File: src/rtl/vga_rect_fill.sv
// Memory-mapped rectangle fill engine: the CPU programs the geometry and colour, then the
// engine streams clipped pixel writes to the framebuffer, one per cycle when ready.
module vga_rect_fill #(
  parameter logic [7:0] BASE_ADDR = 8'he4,
  parameter int         FB_W      = 320,
  parameter int         FB_H      = 240
) (
  input  logic        clk_i,
  input  logic        rst_i,
  input  logic [31:0] addr_i,
  input  logic [31:0] data_i,
  output logic [31:0] data_o,
  input  logic        data_w_i,
  output logic        data_access_o,
  output logic [16:0] fb_addr_o,
  output logic [3:0]  fb_data_o,
  output logic        fb_we_o,
  input  logic        fb_ready_i,
  output logic        irq_o
);

  localparam logic [9:0]  FB_W10 = 10'(FB_W);
  localparam logic [9:0]  FB_H10 = 10'(FB_H);
  localparam logic [16:0] FB_W17 = 17'(FB_W);

  typedef enum logic [1:0] {S_IDLE, S_CLIP, S_RUN, S_DONE} state_t;
  state_t state;

  logic [8:0]  x0_reg, w_reg;
  logic [7:0]  y0_reg, h_reg;
  logic [3:0]  color_reg;
  logic        irq_en, done;

  logic [8:0]  wx0, ww;
  logic [7:0]  wy0, wh;
  logic [3:0]  wcolor;
  logic [9:0]  xe, ye, x, y;
  logic [16:0] row_base;

  logic        bus_wr, ctrl_wr, start, busy, clip_empty;
  logic [7:0]  offset;
  logic [9:0]  x_sum, y_sum, xe_next, ye_next, x_inc, y_inc;
  logic [16:0] first_row, start_addr;
  logic [31:0] rd_val;
  logic        unused_bits;

  assign data_access_o = (addr_i[31:24] == BASE_ADDR);
  assign offset        = addr_i[7:0];
  assign bus_wr        = data_access_o && data_w_i;
  assign ctrl_wr       = bus_wr && (offset == 8'h00);
  assign busy          = (state != S_IDLE);
  assign start         = ctrl_wr && data_i[0] && !busy;
  assign unused_bits   = ^{addr_i[23:8], data_i[31:9]};

  // Clip bounds use 10-bit sums so X0+W or Y0+H can never wrap
  assign x_sum      = {1'b0, wx0} + {1'b0, ww};
  assign y_sum      = {2'b0, wy0} + {2'b0, wh};
  assign xe_next    = (x_sum > FB_W10) ? FB_W10 : x_sum;
  assign ye_next    = (y_sum > FB_H10) ? FB_H10 : y_sum;
  assign clip_empty = (ww == 9'd0) || (wh == 8'd0) ||
                      ({1'b0, wx0} >= FB_W10) || ({2'b0, wy0} >= FB_H10);
  assign first_row  = 17'(wy0) * FB_W17;
  assign start_addr = first_row + 17'(wx0);
  assign x_inc      = x + 10'd1;
  assign y_inc      = y + 10'd1;

  always_comb begin
    rd_val = '0;
    case (offset)
      8'h00:   rd_val = {29'b0, irq_en, done, busy};
      8'h04:   rd_val = {23'b0, x0_reg};
      8'h08:   rd_val = {24'b0, y0_reg};
      8'h0C:   rd_val = {23'b0, w_reg};
      8'h10:   rd_val = {24'b0, h_reg};
      8'h14:   rd_val = {28'b0, color_reg};
      default: rd_val = '0;
    endcase
  end

  // Register file, read port and sticky DONE; a DONE set beats a same-cycle DONE_CLR
  always_ff @(posedge clk_i) begin
    if (rst_i) begin
      data_o    <= '0;
      x0_reg    <= '0;
      y0_reg    <= '0;
      w_reg     <= '0;
      h_reg     <= '0;
      color_reg <= '0;
      irq_en    <= 1'b0;
      done      <= 1'b0;
      irq_o     <= 1'b0;
    end else begin
      data_o <= data_access_o ? rd_val : 32'd0;
      if (bus_wr && !busy) begin
        case (offset)
          8'h04:   x0_reg    <= data_i[8:0];
          8'h08:   y0_reg    <= data_i[7:0];
          8'h0C:   w_reg     <= data_i[8:0];
          8'h10:   h_reg     <= data_i[7:0];
          8'h14:   color_reg <= data_i[3:0];
          default: ;
        endcase
      end
      if (ctrl_wr)
        irq_en <= data_i[2];
      if (state == S_DONE)
        done <= 1'b1;
      else if (ctrl_wr && (data_i[1] || start))
        done <= 1'b0;
      irq_o <= done && irq_en;
    end
  end

  // Fill engine; addresses advance incrementally, with row_base tracking y*FB_W
  always_ff @(posedge clk_i) begin
    if (rst_i) begin
      state     <= S_IDLE;
      wx0       <= '0;
      wy0       <= '0;
      ww        <= '0;
      wh        <= '0;
      wcolor    <= '0;
      xe        <= '0;
      ye        <= '0;
      x         <= '0;
      y         <= '0;
      row_base  <= '0;
      fb_addr_o <= '0;
      fb_data_o <= '0;
      fb_we_o   <= 1'b0;
    end else begin
      case (state)
        S_IDLE: begin
          if (start) begin
            wx0    <= x0_reg;
            wy0    <= y0_reg;
            ww     <= w_reg;
            wh     <= h_reg;
            wcolor <= color_reg;
            state  <= S_CLIP;
          end
        end
        S_CLIP: begin
          xe <= xe_next;
          ye <= ye_next;
          if (clip_empty) begin
            state <= S_DONE;
          end else begin
            x         <= {1'b0, wx0};
            y         <= {2'b0, wy0};
            row_base  <= first_row;
            fb_addr_o <= start_addr;
            fb_data_o <= wcolor;
            fb_we_o   <= 1'b1;
            state     <= S_RUN;
          end
        end
        S_RUN: begin
          if (fb_ready_i) begin
            if (x_inc == xe) begin
              if (y_inc == ye) begin
                fb_we_o <= 1'b0;
                state   <= S_DONE;
              end else begin
                x         <= {1'b0, wx0};
                y         <= y_inc;
                row_base  <= row_base + FB_W17;
                fb_addr_o <= row_base + FB_W17 + 17'(wx0);
              end
            end else begin
              x         <= x_inc;
              fb_addr_o <= fb_addr_o + 17'd1;
            end
          end
        end
        S_DONE: state <= S_IDLE;
        default: state <= S_IDLE;
      endcase
    end
  end

endmodule
File: config.mk
export PLATFORM = sky130hd
export DESIGN_NAME = vga_rect_fill
export DESIGN_NICKNAME = d
export VERILOG_FILES = /design/src/rtl/vga_rect_fill.sv
export SDC_FILE = /design/constraint.sdc
export NUM_CORES = 1
export LEC_CHECK = 0
export ABC_AREA = 1
export BUFFER_PORTS_ARGS = -buffer_cell sky130_fd_sc_hd__buf_2
export CORE_ASPECT_RATIO = 1.1
export CORE_MARGIN = 4
export CORE_UTILIZATION = 35
export CTS_BUF_LIST = sky130_fd_sc_hd__clkbuf_4 sky130_fd_sc_hd__clkbuf_8 sky130_fd_sc_hd__clkbuf_16
export DETAILED_ROUTE_END_ITERATION = 12
export HOLD_SLACK_MARGIN = 0.03
export SETUP_SLACK_MARGIN = 0.2
export SLEW_MARGIN = 5
export SYNTH_ARGS = -nofsm -noshare
export SYNTH_HDL_FRONTEND = slang
export SYNTH_SLANG_ARGS = --single-unit
File: constraint.sdc
create_clock -name clk_i -period 3.2 [get_ports clk_i]
set_input_delay 0.8 -clock clk_i [delete_from_list [all_inputs] [get_ports clk_i]]
set_output_delay 0.8 -clock clk_i [all_outputs]
set_load 0.1 [all_outputs]
* Word level (Yosys, flattened, before mapping) *
Cells that the tools add are included.
W data, S select, Z words.

operators by class
  add/sub/neg operators = 8
  multiply operators = 1
  $lt $le $gt $ge = 4
  equal/unequal tests = 18
  mux-type cells = 36
  bitwise operators = 2
  reduce and logical (&&, ||, !) cells = 31

operator list
  kind                     count
  $mux W17                 8
  $mux W10                 9
  $pmux W17 S2             2
  $pmux W9 S6              1
  $pmux W10 S2             2
  $add A17 B9 Y17          2
  $add A10 B1 Y10 const B  2
  $eq A10 B10 Y1           2
  $add A17 B1 Y17 const B  1
  $add A17 B9 Y17 const B  1
  $eq A8 B4 Y1 const B     2
  $eq A8 B5 Y1 const B     2
  $logic_not A8 Y1         2
  $reduce_and A2 Y1        7
  $ne A2 B2 Y1 const B     6
  $mul A8 B3 Y11 const B   1
  $add A9 B9 Y10           1
  $gt A10 B9 Y1 const B    1
  $reduce_and A5 Y1        2
  $add A8 B8 Y9            1
  $ge A9 B9 Y1 const B     1
  $gt A9 B8 Y1 const B     1
  $logic_not A9 Y1         1
  $mux W9                  1
  18 further kinds         41

word-level totals
  register bits after elaboration = 192
  input port bits = 68
  output and inout port bits = 56
  logic and storage cells = 123

* Logic depth before layout (Yosys ltp) *
  depth after elaboration = 9
  gate-level depth with buffers = 18
  gate-level depth less buffers = 17

* Least setup slack after synthesis *
OpenSTA, ideal clock, no wires.

  path type = reg-to-reg
  start point = reg fb_addr_o[1]
  end point = reg fb_addr_o[16]
  library setup time = 0.112 ns
  arrival = 2.480 ns
  required time = 3.088 ns
  slack = 0.609 ns
  cell stages (with the launch flop) = 13
  path buffers = 0
  clock period less this slack = 2.591 ns
  path through = dfxtp_1 ha_1 nand2_1 nor2_1 nand3_1 nor2_1 nand2_1 nor2_1 xor2_1 o21ai_0 nor2_1 nor2_1 nor2_1

on the way
  longest elaborated chain between the ends = 4

ends and longest elaborated chain
  element                 line  source
  from (decl)             15    output logic [16:0] fb_addr_o,
  from (signal assigned)  152   fb_addr_o <= start_addr;
  from (signal assigned)  168   fb_addr_o <= row_base + FB_W17 + 17'(wx0);
  from (signal assigned)  172   fb_addr_o <= fb_addr_o + 17'd1;
  $add A17 B1 Y17         172
  $mux W17                160   if (x_inc == xe) begin
  $mux W17                159   if (fb_ready_i) begin
  $pmux W17 S2            132   case (state)

Every way passes these cells. The select of a mux whose other input is x is not followed.
A chain may end at the register's enable or synchronous reset.

* Worst setup path in the final report *
  start point = reg wy0[2]
  end point = reg fb_addr_o[15]

on the way
  longest elaborated chain between the ends = 4
  elaborated cells between the ends (all ways) = 8
  classes of those cells = add/sub: 1; mul: 1; order compare: 1; eq/ne: 1; mux: 2; reduce/logical: 2

ends and longest elaborated chain
  element                                                       line    source
  from (decl)                                                   35      logic [7:0] wy0, wh;
  from (signal assigned)                                        136     wy0 <= y0_reg;
  $mul A8 B3 Y11 / $ge A8 B8 Y1 (equally long branches)         62, 61
  $add A17 B9 Y17 / $logic_or A1 B1 Y1 (equally long branches)  63, 61
  $mux W17 / $ne A2 B2 Y1 (equally long branches)               n/a
  $pmux W17 S2 / $reduce_and A4 Y1 (equally long branches)      n/a

Parallel ways exist; a longest one is shown, timed or not. The select of a mux whose other input is x is not followed.

==> impl_table.tex <==
\begin{tabular}{lr}
\hline
Metric & Value \\
\hline
\multicolumn{2}{l}{\textbf{Status}} \\
\quad Result of the run & finished, final reports clean \\
\multicolumn{2}{l}{\textbf{Floorplanning}} \\
\quad Initial Utilization & 35.88\% \\
\quad Floorplan die height & 186.0 um \\
\quad Core Area & 28110 um\^{}2 \\
\quad Overall die area & 31600 um\^{}2 \\
\quad Die X & 169.8 um \\
\quad Number of standard-cell rows in the floorplan & 64 \\
\quad Count of boundary I/O pins & 124 \\
\multicolumn{2}{l}{\textbf{Detailed routing}} \\
\quad Initial DRC count & 546 \\
\quad Post-route DRC violation count & 0 \\
\quad Antenna Nets Post-Route & 0 \\
\quad Post-detailed-route wirelength per cell & 13.58 um \\
\quad Wire length after detailed routing & 27.40 mm \\
\quad First-pass detailed-route iteration total & 5 \\
\quad Via/cell ratio & 4.863 \\
\quad Vias after detailed routing & 9813 \\
\multicolumn{2}{l}{\textbf{Critical path}} \\
\quad Worst EP required & 3.53 ns \\
\quad Crit start category & register \\
\quad Crit path max-delay cell type & fa\_1 \\
\quad Type of destination of the critical path & register \\
\quad Cells traversed along the worst timing path & ha\_1, fa\_1, nand4\_1, o21ai\_1, nand2\_1, nor2\_1, nand3\_1, nor2\_1, nor2\_1, nand2\_1, nand3\_1, nor2\_1, nor2\_1 \\
\quad Cell with the most instances on the worst path & nor2\_1 \\
\quad Critical setup path kind & register to register \\
\quad Delay of the slowest cell on the worst path & 0.60 ns \\
\quad Arrival time worst endpoint & 3.02 ns \\
\quad Largest fanout of any net on the critical path & 5 \\
\multicolumn{2}{l}{\textbf{Finish}} \\
\quad Top flop regs & fb\_addr\_o x17, row\_base x11 \\
\quad Net count, final & 1759 \\
\quad Register bank with the most flops & fb\_addr\_o \\
\quad Relative area change from synthesis to final layout & 11.92\% \\
\quad Layout cells sized above 1 & 8.338\% \\
\quad Antenna diode instance count & 0 \\
\quad Flip-flop count of the largest register after layout & 17 \\
\multicolumn{2}{l}{\textbf{GRT}} \\
\quad GRT Util Overall & 17.38\% \\
\quad Antenna violations before repair & 0 \\
\quad Vias in the first global route & 9170 \\
\quad First-pass GRT wire length & 45.05 mm \\
\quad Largest net degree at the start of global routing & 78 \\
\quad Remaining global-route overflow & 0 \\
\multicolumn{2}{l}{\textbf{STA}} \\
\quad Max Clock Freq & 371.0 MHz \\
\quad Normalized max-slew margin & 51.23\% \\
\quad Final setup violation count & 0 \\
\quad Worst-case clock skew & 0.01170 ns \\
\quad Setup repair after global routing missed its margin & no \\
\quad Number of hold violations in the final report & 0 \\
\quad Min setup slack post-route & 0.5048 ns \\
\quad Part of the cycle the worst path needs & 84.23\% \\
\quad Shortest period the worst path allows & 2.695 ns \\
\quad Setup total negative slack & 0 ns \\
\quad Pins Over Slew Limit & 0 \\
\quad Transition time at the pin with the least slew margin & 0.7288 ns \\
\multicolumn{2}{l}{\textbf{Yosys}} \\
\quad Syn avg cell area & 6.339 um\^{}2 \\
\quad Largest area contributor in the netlist & dfxtp\_1 \\
\quad Share of the synthesized area in the top cell type & 32.16\% \\
\quad Number of warnings printed during yosys synthesis & 0 \\
\quad Post-synth EDFFs & 0 \\
\quad Part of the Yosys area used for sequential elements & 32.16\% \\
\quad Cell variety after synth & 42 \\
\quad Top post-synthesis cells by area & dfxtp\_1, nand2\_1, nor2\_1 \\
\quad Synthesized flop and latch total & 162 \\
\quad Synthesized instance count & 1591 \\
\quad Async set-or-reset flop fraction in the synthesized netlist & 0\% \\
\quad Post-Synthesis Cell Area & 10080 um\^{}2 \\
\quad Dominant synthesized flop cell & dfxtp\_1 \\
\multicolumn{2}{l}{\textbf{Run}} \\
\quad Max-cap viol count & 0 \\
\multicolumn{2}{l}{\textbf{Min path}} \\
\quad Class of the tightest hold or removal check & register to register \\
\multicolumn{2}{l}{\textbf{Pwr}} \\
\quad VDD IR-drop max & 364.6 uV \\
\quad Leakage Power & 5.326 nW \\
\quad Power density over the cells & 376.4 nW/um\^{}2 \\
\multicolumn{2}{l}{\textbf{CTS}} \\
\quad Clock latency on the worst-skew pair & 0.43 ns \\
\quad Post-CTS setup buffers & 0 \\
\quad CTS clk-pin slew, worst paths & 0.07 ns \\
\quad Longest Clk Path Bufs & 2 \\
\quad CTS tree & done \\
\quad TritonCTS buffer count & 17 \\
\quad Clock root buffer & clkbuf\_16 \\
\quad CTS H-Tree Depth & 4 \\
\quad Clock sink count & 162 \\
\multicolumn{2}{l}{\textbf{Placed design}} \\
\quad Number of port buffers & 61 \\
\quad DP HPWL & 20.37 mm \\
\quad Pre-CTS setup slack & 0.4356 ns \\
\quad Placer's final routability congestion estimate & 0.8956 \\
\hline
\end{tabular}
[layout by cell type, fill, tap and decap left out, types with 4 or more instances in the layout]
cell type    n
o21bai_1     4
nand2_1    398
buf_4       23
nor2_1     269
inv_6        4
conb_1      24
a41oi_1      5
nand3_1     99
buf_2       61
nand3b_1     5
a31oi_1      5
o21ai_0    136
clkbuf_16   17
nor3_1       5
a21oi_1     93
inv_1      179
dfxtp_1    162
fa_1         4
xnor2_1     10
xor2_1      28
ha_1        44
nand4_1     25
[stage by stage]
| step | instance area, um^2 | power, mW | hold slack (ns) | util, % | instances |
|---|---|---|---|---|---|
| 6_report | 11290 | 4.249 | 0.4528 | 40.16 | 2018 |
| 5_1_grt | 11290 | 4.380 | 0.4794 | 40.16 | 2018 |
| 4_1_cts | 11290 | 4.292 | 0.4544 | 40.16 | 2018 |
| 3_5_place_dp | 10710 | 2.270 | 0.4441 | 38.11 | 1987 |
| 3_3_place_gp | 10710 | 2.270 | 0.4424 | 38.11 | 1987 |
| 2_1_floorplan | 10170 | 2.245 | 0.4227 | - | 1614 |
[synthesized netlist by cell type, types with 3 or more instances]
master,count
or2_2,3
nand4_1,25
inv_2,3
a41oi_1,5
nand3b_1,5
o21ai_0,137
buf_1,4
nand3_1,100
o21bai_1,4
a31oi_1,5
nand2_2,3
a22o_1,3
buf_2,15
fa_1,4
buf_6,3
clkinv_1,3
clkbuf_1,27
inv_1,180
o211ai_1,3
buf_4,26
nand2_1,398
a21oi_1,94
nor2_1,269
xor2_1,28
nor2_2,3
dfxtp_1,162
nor2_4,3
xnor2_1,10
nor3_1,5
nor4_1,3
ha_1,44
[timing repair]
action	in CTS	in global routing
gates resized for setup	0	1
endpoints found under the setup margin	0	1
hold buffers	0	0
[report_power, final]
part	internal, mW	leakage [nW]	switching [mW]	total, mW
clock network	1.10	0.279	0.927	2.02
logic	0.0263	3.74	0.183	0.209
registers	2.01	1.30	0.000294	2.02
total	3.14	5.33	1.11	4.25
[area by class of cell]
class / instances / area, um^2
Tap cell: 363 / 454.2
Timing Repair Buffer: 85 / 498.0
Multi-Input combinational cell: 1191 / 5818
Clock buffer: 17 / 425.4
Inverter: 186 / 699.4
Clock inverter: 14 / 148.9
Sequential cell: 162 / 3243
Fill cell: 3033 / 16820
[worst paths after layout]
check	start	to	slack (ns)	cells after the start
max	wy0[2]	fb_addr_o[15]	0.50	13
min	ye[8]	ye[8]	0.45	2
max reg2reg	wy0[2]	fb_addr_o[15]	0.50	13
min reg2reg	ye[8]	ye[8]	0.45	2
[worst max-delay path, delay by kind of cell, from the launching register on]
kind / cells / cell delay, ns
fa+ha+maj: 2 / 0.92
flops: 1 / 0.48
simple gates: 10 / 0.97
compound gates: 1 / 0.24
[logic make-up after synthesis]
group                      count (synthesis)  synth area share [%]
DFF                                      162                 32.16
and+or+nand+nor                          823                 33.68
AOI/OAI and AO/OA                        258                 13.47
adders and majority gates                 48                 6.253
buffers and inverters                    261                 11.09
xor gates and xnor gates                  38                 3.300
other                                      1               0.03719
[per-layer routing]
layer,up-vias,GRT usage (%),wire length [um]
met3,32,2.570,1191
met4,0,5.346,520
li1,5148,-,-
met2,207,29.53,12630
met1,4426,22.83,13060
met5,-,0,0
No activity file was read; power rests on OpenSTA's default activity.
